==> src/rtl/uart_tx_8n1_if.sv <==
// Byte handshake between a producer and the uart_tx_8n1 transmitter.
// The producer drives tx_data/tx_valid; the transmitter answers with tx_ready.
interface uart_tx_8n1_if;
  logic [7:0] tx_data;
  logic       tx_valid;
  logic       tx_ready;

  modport master (output tx_data, output tx_valid, input tx_ready);
  modport slave  (input tx_data, input tx_valid, output tx_ready);
endinterface

==> src/rtl/uart_tx_8n1.sv <==
// 8-data-bit asynchronous serial transmitter, LSB first, STOP_BITS stop bits.
// Define UART_TX_PARITY_EN to insert an even-parity bit between data and stop.
module uart_tx_8n1 #(
  parameter int unsigned CLK_DIV   = 16,
  parameter int unsigned STOP_BITS = 1
) (
  input  logic          clk,
  input  logic          rst,
  input  logic          ena,
  uart_tx_8n1_if.slave  tx_if,
  output logic          tx,
  output logic          busy
);

  localparam int unsigned          DIV_W    = (CLK_DIV > 1) ? $clog2(CLK_DIV) : 1;
  localparam logic [DIV_W-1:0]     DIV_LAST = DIV_W'(CLK_DIV - 1);
  localparam logic [2:0]           STOP_LAST = 3'(STOP_BITS - 1);

  localparam logic [2:0] ST_IDLE   = 3'd0;
  localparam logic [2:0] ST_START  = 3'd1;
  localparam logic [2:0] ST_DATA   = 3'd2;
`ifdef UART_TX_PARITY_EN
  localparam logic [2:0] ST_PARITY = 3'd3;
`endif
  localparam logic [2:0] ST_STOP   = 3'd4;

  logic [2:0]       state;
  logic [2:0]       bit_cnt;
  logic [DIV_W-1:0] div_cnt;
  logic [7:0]       shift_reg;
  logic             bit_done;
  logic             accept;
`ifdef UART_TX_PARITY_EN
  logic             parity_bit;
`endif

  assign tx_if.tx_ready = (state == ST_IDLE) && ena && !rst;
  assign accept         = tx_if.tx_ready && tx_if.tx_valid;
  assign busy           = (state != ST_IDLE);
  assign bit_done       = (div_cnt == DIV_LAST);

  // tx is loaded with the level of the state being entered, so the pin is a
  // clean flop output that changes exactly on each bit boundary.
  always_ff @(posedge clk) begin
    // NOTE: all state here uses non-blocking assignment so every flop samples
    // pre-edge values; blocking assignment would make ordering matter.
    if (rst) begin
      state     <= ST_IDLE;
      bit_cnt   <= '0;
      div_cnt   <= '0;
      shift_reg <= '0;
      tx        <= 1'b1;
`ifdef UART_TX_PARITY_EN
      parity_bit <= 1'b0;
`endif
    end else begin
      case (state)
        ST_IDLE: begin
          tx <= 1'b1;
          if (accept) begin
            state     <= ST_START;
            shift_reg <= tx_if.tx_data;
            div_cnt   <= '0;
            bit_cnt   <= '0;
            tx        <= 1'b0;
`ifdef UART_TX_PARITY_EN
            parity_bit <= ^tx_if.tx_data;
`endif
          end
        end

        ST_START: begin
          if (bit_done) begin
            div_cnt <= '0;
            state   <= ST_DATA;
            tx      <= shift_reg[0];
          end else begin
            div_cnt <= div_cnt + DIV_W'(1);
          end
        end

        ST_DATA: begin
          if (bit_done) begin
            div_cnt   <= '0;
            shift_reg <= {1'b0, shift_reg[7:1]};
            if (bit_cnt == 3'd7) begin
              bit_cnt <= '0;
`ifdef UART_TX_PARITY_EN
              state   <= ST_PARITY;
              tx      <= parity_bit;
`else
              state   <= ST_STOP;
              tx      <= 1'b1;
`endif
            end else begin
              bit_cnt <= bit_cnt + 3'd1;
              tx      <= shift_reg[1];
            end
          end else begin
            div_cnt <= div_cnt + DIV_W'(1);
          end
        end

`ifdef UART_TX_PARITY_EN
        ST_PARITY: begin
          if (bit_done) begin
            div_cnt <= '0;
            state   <= ST_STOP;
            tx      <= 1'b1;
          end else begin
            div_cnt <= div_cnt + DIV_W'(1);
          end
        end
`endif

        ST_STOP: begin
          tx <= 1'b1;
          if (bit_done) begin
            div_cnt <= '0;
            // bit_cnt is reused to count stop bits
            if (bit_cnt == STOP_LAST) begin
              bit_cnt <= '0;
              state   <= ST_IDLE;
            end else begin
              bit_cnt <= bit_cnt + 3'd1;
            end
          end else begin
            div_cnt <= div_cnt + DIV_W'(1);
          end
        end

        default: begin
          state <= ST_IDLE;
          tx    <= 1'b1;
        end
      endcase
    end
  end

endmodule

==> src/flat_wrapper.sv <==
// flat-port wrapper written by rule: the top's interface ports become plain ports
module uart_tx_8n1_flat 
#(
  parameter int unsigned CLK_DIV   = 16,
  parameter int unsigned STOP_BITS = 1
)
  (clk, rst, ena, tx, busy, tx_if_tx_data, tx_if_tx_valid, tx_if_tx_ready);
  uart_tx_8n1_if tx_if_i ();
  input  logic clk;
  input  logic rst;
  input  logic ena;
  output logic tx;
  output logic busy;
  input wire logic [$bits(tx_if_i.tx_data)-1:0] tx_if_tx_data;
  input wire logic [$bits(tx_if_i.tx_valid)-1:0] tx_if_tx_valid;
  output wire logic [$bits(tx_if_i.tx_ready)-1:0] tx_if_tx_ready;
  assign tx_if_i.tx_data = tx_if_tx_data;
  assign tx_if_i.tx_valid = tx_if_tx_valid;
  assign tx_if_tx_ready = tx_if_i.tx_ready;
  uart_tx_8n1 #(.CLK_DIV(CLK_DIV), .STOP_BITS(STOP_BITS)) u_core (.clk(clk), .rst(rst), .ena(ena), .tx_if(tx_if_i), .tx(tx), .busy(busy));
endmodule
==> config.mk <==
export PLATFORM = sky130hd
export DESIGN_NAME = uart_tx_8n1_flat
export DESIGN_NICKNAME = d
export VERILOG_FILES = /design/src/rtl/uart_tx_8n1_if.sv /design/src/rtl/uart_tx_8n1.sv /design/src/flat_wrapper.sv
export SDC_FILE = /design/constraint.sdc
export NUM_CORES = 1
export LEC_CHECK = 0
export ABC_AREA = 1
export BUFFER_PORTS_ARGS = -buffer_cell sky130_fd_sc_hd__buf_2
export CAP_MARGIN = 40
export CORE_UTILIZATION = 35
export CTS_CLUSTER_DIAMETER = 40
export DETAILED_ROUTE_END_ITERATION = 16
export RECOVER_POWER = 25
export SLEW_MARGIN = 20
export SYNTH_ARGS = -nofsm -noshare
export SYNTH_HDL_FRONTEND = slang
export SYNTH_SLANG_ARGS = --single-unit
==> constraint.sdc <==
create_clock -name clk -period 1.85 [get_ports clk]
set_clock_uncertainty 0.15 [all_clocks]
set_input_delay 0.185 -clock clk [delete_from_list [all_inputs] [get_ports clk]]
set_output_delay 0.185 -clock clk [all_outputs]
set_load 0.01 [all_outputs]
==> results_dict.tcl, run 1 <==
set metrics [dict create \
    status "finished clean" \
    routed_via_density 4.71 \
    arrival_ns 1.36 \
    firstDrtPassIters 4 \
    tns_ns 0 \
    slew_headroom 0.820 \
    slew_violations 0 \
    die_y_um 58.5 \
    tightest_slew_ns 0.268 \
    synth_warnings 0 \
    grt_use_total 0.173 \
    synth_edf_count 0 \
    gp_congestion 0.823 \
    cts_sinks 19 \
    maxCapViolCount 0 \
    rsz0062_at_grt "no" \
    clkTransAtPathRegs_ns 0.12 \
    end_kind "output port" \
    final_cell_area_um2 1270 \
    synthTopCellsByCount "46 x nand2_1, 30 x nor2_1, 19 x dfxtp_1" \
    avgSynthCellArea_um2 6.65 \
    fin_nets 203 \
    leakage_nw 0.610 \
    cts_tree "done" \
    num_antenna_cells 0 \
    syn_nets 184 \
    largest_reg_flops 8 \
    syn_to_final_growth_pct 14.0 \
    clk_latency_ns 0.30 \
    antenna_found_initial 0 \
    setup_violations 0 \
    place_area_um2 1230 \
    grt_max_degree 15 \
    worstHoldPathType "in -> reg" \
    placementRows 20 \
    fill_cells 360 \
    synthTopCellsByArea "dfxtp_1 34%, nand2_1 15%, nor2_1 10%" \
    portBuffers 14 \
    drt_wl_total_mm 2.50 \
    required_ns 1.51 \
    start_kind "input port" \
    coreArea_um2 3050 \
    synth_async_sr_flop_share 0 \
    fmax_mhz 590 \
    ys.flop_type "dfxtp_1" \
    grt_pass1_vias 1086 \
    netlist.top_cell.by_area "dfxtp_1" \
    top_level_ports 15 \
    initial_utilization 0.366 \
    routed-via-count 1084 \
    fin_hold_ws_ns 0.0193 \
    post_cts_buffers 0 \
    postSynthCellCount 168 \
    critPathKind "in -> out" \
    power_density_nw_per_um2 1450 \
    cts_buffers 3 \
    ir_drop_uv 610 \
    ys_seq_area_frac 0.340 \
    finalCritPeriodShare 0.917 \
    dieArea_um2 3420 \
    drive_above_1_share 0.177 \
    netlist_area_um2 1120 \
    gr-total-overflow 0 \
    htree_levels 1 \
    drc 0 \
    wl_per_cell_um 10.9 \
    synth-seq-cells 19 \
    drtIter0Drc 35 \
    grt_pass1_wl_mm 4.53 \
    drtAntennaViolNets 0 \
    crit_fanout 7 \
    cts_root_buffer "clkbuf_4" \
    hpwl_mm 1.89 \
    hold_violations 0 \
    cts_max_path_buffers 2 \
    post-route-min-period_ns 1.70 \
    synth_top_area_frac 0.340 \
    synth.distinct_cells 23 \
    die_w_um 58.5 \
    synth.most_common_cell "nand2_1" \
]
## cell families (layout without fill, tap and decap cells)
kind of cell	after synthesis	after routing	synth area share
AND/OR/NAND/NOR	102	102	0.422
AO/OA/AOI/OAI	23	23	0.108
flip-flops	19	19	0.340
buffers and inverters	19	37	0.0773
adder cells (fa/ha/maj)	4	4	0.0448
XOR/XNOR	1	1	0.00784
## cell usage in the layout, fill, tap and decap left out, types with 2 or more instances in the layout
cell	instances
ha_1	4
o21ai_0	7
nand3_1	12
nand2_4	5
inv_1	15
dfxtp_1	18
clkbuf_4	3
a21oi_1	11
nor2_4	2
nand4_1	2
o21ai_1	3
nand2_1	46
nand2_2	3
buf_2	13
nor2_1	30
## per-layer routing
| layer | GRT usage | wire length, µm | share of wire |
|---|---|---|---|
| met1 | 0.196 | 1170 | 0.47 |
| met2 | 0.319 | 1220 | 0.49 |
| met3 | 0.0418 | 87 | 0.035 |
| met4 | 0.0510 | 21 | 0.0084 |
| met5 | 0 | 0 | 0 |
## what timing repair did
item / 4_1_cts / 5_1_grt
endpoints found under the hold margin: 5 / 0
hold buffers: 1 / 0
resized for setup: 0 / 2
setup endpoints to repair: 0 / 5
## through the flow
step / total power [mW] / util / setup slack (ns) / std cells
after floorplan: 1.41 / - / 0.394 / 168
after global placement: 1.60 / 0.404 / 0.226 / 225
after detailed placement: 1.64 / 0.404 / 0.205 / 225
after CTS: 1.87 / 0.417 / 0.0831 / 230
after global routing: 2.07 / 0.417 / 0.0157 / 230
final: 1.85 / 0.417 / 0.154 / 230
## worst paths after layout
path	slack, ns	startpoint	end	cells after the start
max	0.15	rst	tx_if_tx_ready	6
min	0.02	tx_if_tx_data[7]	u_core.shift_reg[7]	3
max reg2reg	0.20	u_core.div_cnt[0]	u_core.shift_reg[0]	9
min reg2reg	0.34	u_core.shift_reg[7]	u_core.shift_reg[7]	2
## cell type report
type | count | area, µm² | area share
multi-input cells | 130 | 651 | 0.511
flip-flops and latches | 19 | 382 | 0.300
repair buffers | 16 | 86.3 | 0.0678
inverters | 17 | 70.1 | 0.0550
well taps | 44 | 55.1 | 0.0432
clock buffers | 3 | 22.5 | 0.0177
clock inverters | 1 | 7.51 | 0.00589
## critical path, cell delays in order
cell and delay (ns):
dlygate4sd3_1 0.53, buf_2 0.17, inv_1 0.08, nand2_1 0.10, nor2_4 0.16, buf_2 0.15
## report_power, final
part	switching, mW	leakage [nW]	total (mW)	internal, mW
combinational	0.653	0.441	0.990	0.337
sequential	0.104	0.156	0.633	0.529
clock	0.144	0.0139	0.226	0.0823
No activity file was read; power rests on OpenSTA's default activity.
==> run 2: changes to the inputs <==
--- a/config.mk
+++ b/config.mk
@@ -11,6 +11,7 @@
 export CORE_UTILIZATION = 35
 export CTS_CLUSTER_DIAMETER = 40
 export DETAILED_ROUTE_END_ITERATION = 16
+export PLACE_DENSITY = 0.62
 export RECOVER_POWER = 25
 export SLEW_MARGIN = 20
 export SYNTH_ARGS = -nofsm -noshare
==> results_dict.tcl, run 2 (same netlist as run 1, synthesis figures left out) <==
set metrics [dict create \
    status "finished clean" \
    end_kind "output port" \
    hold_violations 0 \
    place_area_um2 1230 \
    drtIter0Drc 36 \
    final_core_util 0.417 \
    cts_max_path_buffers 2 \
    gp_congestion 0.828 \
    grt_max_degree 15 \
    combinationalPowerShare 0.532 \
    cts_buffers 3 \
    worstReg2RegEnd "u_core.shift_reg[6]" \
    firstDrtPassIters 4 \
    multi_input_area_um2 651 \
    dp.cells 225 \
    largest_reg_flops 8 \
    gr-total-overflow 0 \
    finalCritPeriodShare 0.920 \
    rr_worst_depth 7 \
    final_common_cell "nand2_1" \
    fin_nets 203 \
    die_w_um 58.5 \
    post_cts_buffers 0 \
    r2r_start "u_core.state[0]" \
    hp-start "tx_if_tx_data[7]" \
    post-route-min-period_ns 1.70 \
    num_antenna_cells 0 \
    path_cells "dlygate4sd3_1 > buf_2 > inv_1 > nand2_1 > nor2_4 > buf_2" \
    placementRows 20 \
    worstHoldPathType "in -> reg" \
    power_density_nw_per_um2 1440 \
    top_level_ports 15 \
    slew_violations 0 \
    maxCapViolCount 0 \
    htree_levels 1 \
    final_cell_mix "46 x nand2_1, 30 x nor2_1, 19 x dfxtp_1" \
    coreArea_um2 3050 \
    routed_via_density 4.60 \
    min_path_cells 3 \
    p_sw_frac 0.483 \
    required_ns 1.51 \
    portBuffers 14 \
    switching_power_mw 0.884 \
    drt_wl_total_mm 2.33 \
    min_to "u_core.shift_reg[7]" \
    path_common_cell "buf_2" \
    clk_latency_ns 0.31 \
    setup_violations 0 \
    cts_tree "done" \
    start_kind "input port" \
    tightest_slew_ns 0.285 \
    crit_fanout 7 \
    drive_above_1_share 0.177 \
    leakage_nw 0.610 \
    slew_headroom 0.809 \
    critPathKind "in -> out" \
    clkPwrFrac 0.128 \
    grt_pass1_vias 883 \
    final_cell_area_um2 1270 \
    grt_use_total 0.154 \
    routed-via-count 1059 \
    cpMaxStageDelayCell "dlygate4sd3_1" \
    fin_hold_ws_ns 0.00904 \
    arrival_ns 1.37 \
    cpPeakStageDelay_ns 0.53 \
    grt_pass1_wl_mm 4.00 \
    fmax_mhz 588 \
    rsz0062_at_grt "no" \
    syn_to_final_growth_pct 13.9 \
    power_frac_seq 0.340 \
    cts_sinks 19 \
    tns_ns 0 \
    rrSetupSlack_ns 0.24 \
    clkTransAtPathRegs_ns 0.12 \
    hpwl_mm 1.71 \
    antenna_found_initial 0 \
    dieArea_um2 3420 \
    fin_cells 230 \
    ir_drop_uv 587 \
    initial_utilization 0.366 \
    drtAntennaViolNets 0 \
    die_y_um 58.5 \
    seq_area_um2 380 \
    cts_root_buffer "clkbuf_4" \
    drc 0 \
    internal_power_mw 0.946 \
    fill_cells 345 \
    wl_per_cell_um 10.1 \
]
==> run 2: cell counts in the layout (fill, tap and decap cells not counted) <==
No cell type changed its count.
==> run 2: power by group through the flow <==
stage | clock network [mW] | logic, mW | registers [mW]
after floorplan | 0 | 0.795 | 0.617
after global placement | 0 | 0.981 | 0.634
after detailed placement | 0 | 0.981 | 0.633
after CTS | 0.240 | 0.985 | 0.625
after global routing | 0.261 | 1.14 | 0.637
final | 0.233 | 0.974 | 0.623
==> run 2: worst max-delay path by stage <==
stage                     cells past startpoint                  end         startpoint
final                                         6       tx_if_tx_ready                rst
after global routing                          8    u_core.bit_cnt[1]                rst
after CTS                                     8    u_core.bit_cnt[2]                rst
after detailed placement                      9  u_core.shift_reg[5]  u_core.div_cnt[0]
after global placement                        9  u_core.shift_reg[5]  u_core.div_cnt[0]
after floorplan                               9  u_core.shift_reg[1]  u_core.div_cnt[0]
==> run 2: repair_timing <==
item / in CTS / in global routing
gates resized for setup: 0 / 2
hold buffers: 1 / 0
endpoints found under the setup margin: 0 / 4
endpoints found under the hold margin: 5 / 0
==> run 2: cell type report <==
type | count | share of cell area
Tap cell | 44 | 0.0433
Timing Repair Buffer | 16 | 0.0678
Clock buffer | 3 | 0.0177
Sequential cell | 19 | 0.299
Inverter | 17 | 0.0551
Clock inverter | 1 | 0.00590
Multi-Input combinational cell | 130 | 0.511
==> run 2: stage by stage <==
stage,worst slack (ns),power (mW)
floorplan,0.394,1.41
global placement,0.208,1.62
detailed placement,0.206,1.61
CTS,0.0568,1.85
global route,0.0338,2.04
finish,0.148,1.83
==> run 2: critical path, delay by kind of cell <==
kind | cells | cell delay (ns)
buf+inv | 4 | 0.92
simple gates | 2 | 0.24
==> run 2: per-layer routing <==
metal  vias to the layer above  track usage  routed length [µm]
met5                         -            0                   0
met4                         0       0.0646                  44
met3                         6       0.0396                  95
li1                        571            -                   -
met2                        22        0.212                 980
met1                       460        0.227                1210
==> run 3: changes to the inputs <==
--- a/config.mk
+++ b/config.mk
@@ -6,12 +6,13 @@
 export NUM_CORES = 1
 export LEC_CHECK = 0
 export ABC_AREA = 1
+export ABC_CLOCK_PERIOD_IN_PS = 1850
 export BUFFER_PORTS_ARGS = -buffer_cell sky130_fd_sc_hd__buf_2
 export CAP_MARGIN = 40
-export CORE_UTILIZATION = 35
+export CORE_UTILIZATION = 45
 export CTS_CLUSTER_DIAMETER = 40
 export DETAILED_ROUTE_END_ITERATION = 16
-export PLACE_DENSITY = 0.62
+export PLACE_DENSITY = 0.74
 export RECOVER_POWER = 25
 export SLEW_MARGIN = 20
 export SYNTH_ARGS = -nofsm -noshare
==> results_dict.tcl, run 3 (same netlist as run 1, synthesis figures left out) <==
set metrics [dict create \
    status "finished clean" \
    grt_max_degree 15 \
    start_kind "flip-flop" \
    die_y_um 51.8 \
    cts_root_buffer "clkbuf_4" \
    hold_violations 0 \
    hpwl_mm 1.80 \
    required_ns 1.91 \
    fill_cells 233 \
    finalCritPeriodShare 0.934 \
    slew_headroom 0.829 \
    drc 0 \
    cpMaxStageDelayCell "dfxtp_1" \
    final_cell_mix "46 x nand2_1, 30 x nor2_1, 19 x dfxtp_1" \
    rsz0062_at_grt "no" \
    drtAntennaViolNets 0 \
    fmax_mhz 579 \
    grt_pass1_vias 974 \
    end_kind "flip-flop" \
    clkTransAtPathRegs_ns 0.10 \
    firstDrtPassIters 4 \
    ir_drop_uv 620 \
    setup_violations 0 \
    clk_latency_ns 0.30 \
    num_antenna_cells 0 \
    cts_sinks 19 \
    post-route-min-period_ns 1.73 \
    cts_max_path_buffers 2 \
    cts_buffers 3 \
    cts_tree "done" \
    top_level_ports 15 \
    fin_total_pwr_mw 1.82 \
    antenna_found_initial 0 \
    gr-total-overflow 0 \
    grt_pass1_wl_mm 4.06 \
    critPathKind "reg -> reg" \
    largest_reg_flops 8 \
    drive_above_1_share 0.161 \
    arrival_ns 1.78 \
    drtIter0Drc 37 \
    crit_fanout 5 \
    routed_via_density 5.14 \
    wl_per_cell_um 11.1 \
    die_w_um 51.8 \
    final_core_util 0.546 \
    path_cells "inv_1 > nand3_1 > nand3_1 > inv_1 > nand2_1 > a21oi_1 > nor2_1" \
    drt_wl_total_mm 2.37 \
    leakage_nw 0.606 \
    gp_congestion 1.01 \
    fin_nets 203 \
    initial_utilization 0.491 \
    coreArea_um2 2280 \
    syn_to_final_growth_pct 11.3 \
    power_density_nw_per_um2 1460 \
    critPathBufInv 2 \
    portBuffers 14 \
    htree_levels 1 \
    tns_ns 0 \
    multi_input_area_um2 646 \
    tightest_slew_ns 0.255 \
    path_delay_family "simple AND/OR/NAND/NOR gates" \
    maxCapViolCount 0 \
    seq_area_um2 380 \
    dieArea_um2 2690 \
    grt_use_total 0.208 \
    slew_violations 0 \
    worstHoldPathType "in -> reg" \
    post_cts_buffers 0 \
    final_common_cell "nand2_1" \
    routed-via-count 1101 \
    placementRows 17 \
    cpPeakStageDelay_ns 0.48 \
]
==> run 3: changes by cell type in the layout (fill, tap and decap cells not counted), sizes merged <==
cell | before | now
clkinvlp | 1 | 0
clkbuf | 4 | 5
==> run 3: cell type report <==
cell class / instances / area share
multi-input combinational: 130 / 0.519
sequential: 19 / 0.306
timing repair buffer: 16 / 0.0694
inverter: 17 / 0.0563
tap: 28 / 0.0282
clock buffer: 4 / 0.0211
==> run 3: per-stage QoR <==
stage               instance area [µm²]  hold slack, ns  setup WS [ns]  std cells
detailed placement                 1210           0.310          0.240        209
global placement                   1210           0.314          0.257        209
finish                             1240          0.0514          0.122        214
CTS                                1250          0.0475         0.0979        214
global route                       1240          0.0593        0.00948        214
floorplan                          1120           0.104          0.394        168
==> run 3: final timing paths <==
check	from	to	slack, ns	cells after the start
max	u_core.state[1]	u_core.div_cnt[2]	0.12	7
max reg2reg	u_core.state[1]	u_core.div_cnt[2]	0.12	7
min	tx_if_tx_data[7]	u_core.shift_reg[7]	0.05	3
min reg2reg	u_core.div_cnt[3]	u_core.div_cnt[3]	0.35	2
==> run 3: worst min-delay path, cell delays in order <==
cell and delay [ns]:
buf_2 0.10, nand3_1 0.09, a21oi_1 0.08
==> run 3: repair_timing <==
action	in CTS	in global routing
setup endpoints to repair	0	2
hold buffers	1	0
resized for setup	0	1
hold endpoints to repair	4	0
==> run 3: layer usage <==
metal	routed length, µm	vias to the layer above	global-route usage
met5	0	-	0
li1	-	573	-
met3	114	5	0.0351
met2	1140	34	0.348
met4	51	0	0.113
met1	1060	489	0.249
==> run 3: report_power, final <==
group / leakage (nW) / switching [mW] / internal, mW / total, mW
clock: 0.0150 / 0.125 / 0.0841 / 0.209
sequential: 0.155 / 0.102 / 0.527 / 0.629
combinational: 0.435 / 0.646 / 0.332 / 0.979
total: 0.606 / 0.874 / 0.943 / 1.82
